--- src/rtl/serial_tx_framer.sv ---
// Serial byte transmitter: start bit, 8 data bits LSB first, optional even parity, stop bit.
// Latency: serial_out goes low the cycle after a byte is accepted; a frame lasts 10 (11 with parity) bit periods.
// Backpressure: a one-byte holding buffer; in_ready drops only while that buffer is occupied.
// Build option: define SERIAL_TX_PARITY_EN to insert an even-parity bit between the data bits and the stop bit.
module serial_tx_framer #(
   parameter int CLKS_PER_BIT = 1
) (
   input  logic       clk,
   input  logic       reset,
   input  logic [7:0] in_data,
   input  logic       in_valid,
   output logic       in_ready,
   output logic       serial_out,
   output logic       busy,
   output logic       sent
);

   localparam int CW = (CLKS_PER_BIT > 1) ? $clog2(CLKS_PER_BIT) : 1;

   localparam logic [2:0] IDLE   = 3'd0;
   localparam logic [2:0] START  = 3'd1;
   localparam logic [2:0] DATA   = 3'd2;
`ifdef SERIAL_TX_PARITY_EN
   localparam logic [2:0] PARITY = 3'd3;
`endif
   localparam logic [2:0] STOP   = 3'd4;

   logic [2:0]    state;
   logic [CW-1:0] cnt;
   logic [2:0]    idx;
   logic [7:0]    shift;
   logic [7:0]    buf_dat;
   logic          buf_full;
`ifdef SERIAL_TX_PARITY_EN
   logic          par_bit;
`endif

   logic       last_bit;
   logic       stop_end;
   logic       accept;
   logic       load_buf;
   logic       load_direct;
   logic       load;
   logic       buf_wr;
   logic [7:0] load_byte;

   assign last_bit    = (cnt == CW'(CLKS_PER_BIT - 1));
   assign stop_end    = (state == STOP) && last_bit;
   assign in_ready    = ~buf_full;
   assign accept      = in_valid & in_ready;
   assign busy        = (state != IDLE);
   assign sent        = stop_end & ~reset;
   // A new frame starts from the buffer first; otherwise the input is taken straight into the shifter.
   assign load_buf    = stop_end & buf_full;
   assign load_direct = accept & ((state == IDLE) | stop_end);
   assign load        = load_buf | load_direct;
   assign load_byte   = load_buf ? buf_dat : in_data;
   // Mid-frame accepts park in the buffer; the STOP-end accept goes directly to the shifter.
   assign buf_wr      = accept & busy & ~stop_end;

   // Line level is a pure function of the current state.
   always_comb begin
      serial_out = 1'b1;
      case (state)
         START:   serial_out = 1'b0;
         DATA:    serial_out = shift[0];
`ifdef SERIAL_TX_PARITY_EN
         PARITY:  serial_out = par_bit;
`endif
         default: serial_out = 1'b1;
      endcase
   end

   // Frame sequencing: bit-period counter, data-bit index and state transitions.
   always_ff @(posedge clk) begin
      if (reset) begin
         state <= IDLE;
         cnt   <= '0;
         idx   <= '0;
      end else begin
         case (state)
            IDLE: begin
               cnt <= '0;
               idx <= '0;
               if (load) state <= START;
            end
            START: begin
               if (last_bit) begin
                  cnt   <= '0;
                  idx   <= '0;
                  state <= DATA;
               end else begin
                  cnt <= cnt + CW'(1);
               end
            end
            DATA: begin
               if (last_bit) begin
                  cnt <= '0;
                  idx <= idx + 3'd1;
                  if (idx == 3'd7) begin
`ifdef SERIAL_TX_PARITY_EN
                     state <= PARITY;
`else
                     state <= STOP;
`endif
                  end
               end else begin
                  cnt <= cnt + CW'(1);
               end
            end
`ifdef SERIAL_TX_PARITY_EN
            PARITY: begin
               if (last_bit) begin
                  cnt   <= '0;
                  state <= STOP;
               end else begin
                  cnt <= cnt + CW'(1);
               end
            end
`endif
            STOP: begin
               if (last_bit) begin
                  cnt   <= '0;
                  state <= load ? START : IDLE;
               end else begin
                  cnt <= cnt + CW'(1);
               end
            end
            default: begin
               cnt   <= '0;
               state <= IDLE;
            end
         endcase
      end
   end

   // Shift register: loaded at frame start, shifted at the end of each data bit.
   always_ff @(posedge clk) begin
      if (reset) begin
         shift <= '0;
      end else if (load) begin
         shift <= load_byte;
      end else if ((state == DATA) && last_bit) begin
         shift <= {1'b0, shift[7:1]};
      end
   end

`ifdef SERIAL_TX_PARITY_EN
   // Even parity of the byte, captured when it enters the shifter.
   always_ff @(posedge clk) begin
      if (reset)     par_bit <= 1'b0;
      else if (load) par_bit <= ^load_byte;
   end
`endif

   // One-entry holding buffer filled mid-frame and drained at frame end.
   always_ff @(posedge clk) begin
      if (reset) begin
         buf_full <= 1'b0;
         buf_dat  <= '0;
      end else if (buf_wr) begin
         buf_full <= 1'b1;
         buf_dat  <= in_data;
      end else if (load_buf) begin
         buf_full <= 1'b0;
      end
   end

endmodule

--- config.mk ---
export PLATFORM = sky130hd
export DESIGN_NAME = serial_tx_framer
export DESIGN_NICKNAME = d
export VERILOG_FILES = /design/src/rtl/serial_tx_framer.sv
export SDC_FILE = /design/constraint.sdc
export NUM_CORES = 1
export LEC_CHECK = 0
export ABC_AREA = 1
export CORE_MARGIN = 1
export CORE_UTILIZATION = 49
export DETAILED_ROUTE_END_ITERATION = 8
export GPL_ROUTABILITY_DRIVEN = 0
export PLACE_DENSITY = 0.71
export SLEW_MARGIN = 30
export SYNTH_ARGS = -nofsm -noshare
export SYNTH_HDL_FRONTEND = slang
export SYNTH_SLANG_ARGS = --single-unit
--- constraint.sdc ---
create_clock -name clk -period 1.2 [get_ports clk]
set_input_delay 0.12 -clock clk [delete_from_list [all_inputs] [get_ports clk]]
set_output_delay 0.12 -clock clk [all_outputs]
set_load 0.01 [all_outputs]
; ---- Word-level counts from Yosys, hierarchy flattened
; Cells that the tools add are included.
; W data, S select, Z words.
[classes]
addsub = 2
n_eq_ne = 9
bitwise_logic = 13
reduce_logical = 11
mux = 16
[ops]
columns = op, n
row1 = $mux W8, 3
row2 = $mux W3, 7
row3 = $pmux W3 S4, 1
row4 = $ne A2 B2 Y1 const B, 5
row5 = $pmux W3 S3, 1
row6 = $and A1 B1 Y1, 6
row7 = $eq A3 B3 Y1 const B, 2
row8 = $reduce_bool A3 Y1, 2
row9 = $reduce_or A3 Y1, 2
row10 = $not A1 Y1, 5
row11 = $reduce_and A5 Y1, 1
row12 = $reduce_bool A2 Y1, 2
row13 = $add A3 B1 Y3 const B, 1
row14 = $eq A3 B1 Y1 const B, 1
row15 = $eq A3 B2 Y1 const B, 1
row16 = $logic_not A3 Y1, 1
row17 = $mux W1, 3
row18 = $reduce_and A3 Y1, 1
row19 = $logic_and A1 B1 Y1, 2
row20 = $or A1 B1 Y1, 2
row21 = $pmux W1 S2, 1
row22 = $add A1 B1 Y1 const B, 1
[totals]
in_bits = 11
register_bits = 24

; ---- Logic depth before layout (Yosys ltp)
[depth]
depth_word = 8
mapped_depth = 9

; ---- Least setup slack after synthesis
; OpenSTA, ideal clock, no wires.
[synth_timing]
path_type = register to register
from = register cnt
to = register shift[0]
n_path_buf = 1
path_stages_with_launch = 10
synth_period_minus_slack_ps = 1216
arrival_ps = 1107
path_slack_ps = -16
required_ps = 1091
cell_sequence = dfxtp_1 > inv_1 > nand4_4 > buf_6 > nand2_1 > nand2_1 > nand2_1 > nand3_1 > nand2_1 > inv_1
[synth_via]
elab_chain_cells = 6
[synth_lines]
columns = item, line_no
row1 = "start, declared", 29  ; logic [CW-1:0] cnt;
row2 = "start signal, assigned", 93  ; cnt <= cnt + CW'(1);
row3 = "start signal, assigned", 108  ; cnt <= cnt + CW'(1);
row4 = "start signal, assigned", 126  ; cnt <= cnt + CW'(1);
row5 = $not A1 Y1 (no source line) (*), -
row6 = $logic_and A1 B1 Y1, 48  ; assign stop_end = (state == STOP) && last_bit;
row7 = $or A1 B1 Y1, 55  ; assign load_direct = accept & ((state == IDLE) | stop_end);
row8 = $and A1 B1 Y1, 55
row9 = $or A1 B1 Y1, 56  ; assign load = load_buf | load_direct;
row10 = $mux W8 or $reduce_bool A2 Y1 (tied branches), -
row11 = "end signal, assigned", 142  ; shift <= load_byte;
row12 = "end signal, assigned", 144  ; shift <= {1'b0, shift[7:1]};
row13 = "end, declared", 31  ; logic [7:0] shift;
; Mark *: on every way between the ends. The rest lies on a longest branch, timed or not.
; A chain may end at the register's enable or synchronous reset.

; ---- Final worst setup path
[layout_timing]
from = register state[1]
to = register shift[3]
[layout_via]
elab_chain_cells = 6
[layout_lines]
columns = item, line_no
row1 = "start, declared", 28  ; logic [2:0] state;
row2 = "start signal, assigned", 124  ; state <= load ? START : IDLE;
row3 = $eq A3 B3 Y1, 48
row4 = $logic_and A1 B1 Y1, 48
row5 = $or A1 B1 Y1, 55
row6 = $and A1 B1 Y1, 55
row7 = $or A1 B1 Y1, 56
row8 = $mux W8 or $reduce_bool A2 Y1 (tied branches), -
; Parallel ways exist; a longest one is shown, timed or not.

==> impl_metrics.py <==
metrics = {
    "placed_design": {
        "portBuffers": 14,
        "dp_hpwl_mm": 2.094,
        "numPlacedInstances": 245,
    },
    "floorplanning": {
        "pin_count": 15,
        "start_util_pct": 51.38,
        "row_count": 18,
        "dieArea_um2": 2781,
        "fp.coreArea_um2": 2455,
        "die_h_um": 52.74,
        "die-width_um": 52.74,
    },
    "min_path": {
        "hold_depth": 3,
        "holdCritStartpoint": "in_data[4]",
        "holdPathEnd": "buf_dat[4]",
        "hold_class": "primary input to flop",
    },
    "yosys": {
        "netlist_area_um2": 1261,
        "synth_area_leaders": "dfxtp_1 (38%), nand2_1 (17%), nor2_1 (7.1%), inv_1 (5.4%), nand4_1 (4.5%)",
        "synth_area_leader_cell": "dfxtp_1",
        "syn-num-nets": 199,
        "synth_seq_cells": 24,
        "synth-seq-area-share_pct": 38.10,
        "avgSynthCellArea_um2": 6.781,
        "yosysWarningCount": 0,
        "synth_cells": 186,
        "yosysUniqueCellTypes": 18,
        "yosysTopAreaCellShare_pct": 38.10,
    },
    "finish": {
        "n_fill_cell": 207,
        "diodes": 0,
        "syn2layout_area_growth_pct": 40.77,
        "instances_no_fill": 258,
        "layout.nets": 243,
        "layout-drive-gt1-share_pct": 30.26,
    },
    "detailed_routing": {
        "first_pass_iters": 4,
        "ant_nets": 0,
        "routed_wl_mm": 3.293,
        "top_layer_used": "met4",
        "vias": 1305,
        "dr_wl_met2_mm": 1.792,
        "vias_per_cell": 5.058,
        "wl_per_cell_um": 12.76,
        "met3_length_um": 114,
        "route.detailed.drc": 0,
        "wl_met1_mm": 1.313,
        "dr.first_iter.drc_count": 36,
    },
    "clock_network": {
        "cts_buffers": 3,
        "cts_hold_buf": 0,
        "cts_buffer_depth": 2,
        "cts.sinks": 24,
        "htree_levels": 1,
        "clk_pin_slew_worst_paths_ps": 140,
        "cts_root_buffer": "clkbuf_4",
        "cts_tree": "done",
        "worstSkewPairLatency_ps": 320,
    },
    "global_routing": {
        "grt_pass1_vias": 1116,
        "grt.total_usage_pct": 23.55,
        "antenna_found_initial": 0,
        "grt.overflow.total": 0,
        "grt_start_max_net_pins": 19,
        "grt_pass1_wl_mm": 4.712,
    },
    "timing": {
        "fmaxAchievable_ghz": 0.7051,
        "final.period_utilization_pct": 118.2,
        "slew_viol_final": 0,
        "final-setup-viol-count": 25,
        "hold_viol_final": 0,
        "whs_ps": 432.9,
        "rsz0062_at_grt": "yes",
        "layout_setup_ws_ps": -218.3,
        "fin_skew_ps": 21.06,
        "period_needed_ps": 1418,
    },
    "job": {
        "max_cap_viol_count": 0,
    },
    "power": {
        "cellInternalPower_mw": 2.050,
        "p_clk_share_pct": 10.0,
        "vdd_drop_max_mv": 1.475,
        "p_sw_mw": 1.500,
        "leakage_nw": 0.8822,
        "p_seq_share_pct": 33.4,
        "power_switching_share_pct": 42.24,
        "combPwrFrac_pct": 56.6,
        "cellPowerDensity_nw_per_um2": 2000,
    },
    "outcome": {
        "status": "finished, violations left",
        "failed_checks": "setup timing",
    },
    "setup_path": {
        "crit_required_ps": 1420,
        "worstPathMaxFanout": 18,
        "r2r_start": "state[1]",
        "rrSetupSlack_ps": -220,
        "r2r_end": "shift[3]",
        "worstSetupPathType": "flop to flop",
        "crit_arrival_ps": 1630,
        "start_kind": "flop",
        "rr_worst_depth": 10,
        "worst_setup_path_end_kind": "flop",
    },
}
## placed cells by master (no fill, tap or decap), types with 2 or more instances in the layout
master / instances
nand2_4: 7
dfxtp_4: 3
inv_2: 3
dfxtp_1: 20
inv_1: 14
buf_2: 3
nand3_1: 10
a21oi_1: 6
clkbuf_4: 3
nand2_1: 54
buf_4: 21
clkdlybuf4s50_1: 10
o21ai_0: 10
buf_6: 5
nor2_1: 22
ha_1: 2
nor2_4: 5
nand3_2: 3
inv_4: 4
nand2_2: 4
nand4_1: 9
## sequential cells by signal, indices dropped and copies added, names as in the netlist
register / count
state: 3
shift: 8
idx: 3
cnt: 1
buf_dat: 8
buf_full: 1
## repair_timing
item                                    CTS  global route
gates resized for setup                  43            12
setup buffers                             5             5
pin swaps                                12             6
gates cloned                              0             0
endpoints found under the setup margin   27            27
hold endpoints to repair                  0             0
## cell type report
| cell class | instances | area (um^2) | area share [%] |
|---|---|---|---|
| tap | 30 | 37.54 | 2.114 |
| inverter | 23 | 103.9 | 5.849 |
| sequential | 24 | 493.0 | 27.77 |
| multi-input combinational | 137 | 758.2 | 42.71 |
| timing repair buffer | 41 | 360.3 | 20.30 |
| clock buffer | 3 | 22.52 | 1.269 |
## critical path: stages, from the launching register on
cell and delay, ps:
dfxtp_4 400, nor2_4 160, buf_4 140, nand4_4 100, buf_12 170, nand2_1 60, nand2_1 70, nand2_1 70
nand3_1 60, nand2_1 60, inv_1 30
## power groups by stage
stage | sequential (mW) | combinational [mW] | clock (mW)
finish | 1.19 | 2.01 | 0.355
global placement | 1.13 | 1.44 | 0
detailed placement | 1.14 | 1.48 | 0
floorplan | 1.13 | 0.927 | 0
global route | 1.21 | 2.20 | 0.392
CTS | 1.16 | 1.72 | 0.359
## worst max-delay path by stage
stage,to,startpoint
6_report,shift[3],state[1]
5_1_grt,shift[2],state[1]
4_1_cts,shift[3],state[0]
3_5_place_dp,sent,state[1]
3_3_place_gp,shift[1],in_valid
2_1_floorplan,shift[0],state[0]
## logic make-up after synthesis
group | count (synthesis) | synth area share (%)
and+or+nand+nor | 117 | 43.95
buffers and inverters | 25 | 8.630
DFF | 24 | 38.10
adders and majority gates | 2 | 1.984
other | 1 | 0.2973
AOI/OAI and AO/OA | 17 | 7.044
## synthesized netlist by cell type, drive strengths merged
master / n
nand4: 10
inv: 22
nand2: 66
clkinv: 1
nand3: 14
ha: 2
nor2: 27
conb: 1
buf: 2
a21oi: 7
o21ai: 10
dfxtp: 24
## metal layers
metal	up-vias	global-route usage [%]
met2	26	44.30
met4	0	7.895
met5	-	0
li1	683	-
met1	588	26.46
met3	8	3.478
## metrics by stage
stage / power [mW] / instance area (um^2) / setup slack [ps] / util, % / setup TNS (ps)
5_1_grt: 3.808 / 1775 / -316.6 / 72.32 / -5824
6_report: 3.550 / 1775 / -218.3 / 72.32 / -3614
3_5_place_dp: 2.627 / 1545 / -206.1 / 62.95 / -4156
3_3_place_gp: 2.576 / 1545 / -186.5 / 62.95 / -3828
4_1_cts: 3.242 / 1690 / -174.6 / 68.86 / -2688
2_1_floorplan: 2.058 / 1262 / 15.69 / - / 0
No activity file was read; power rests on OpenSTA's default activity.
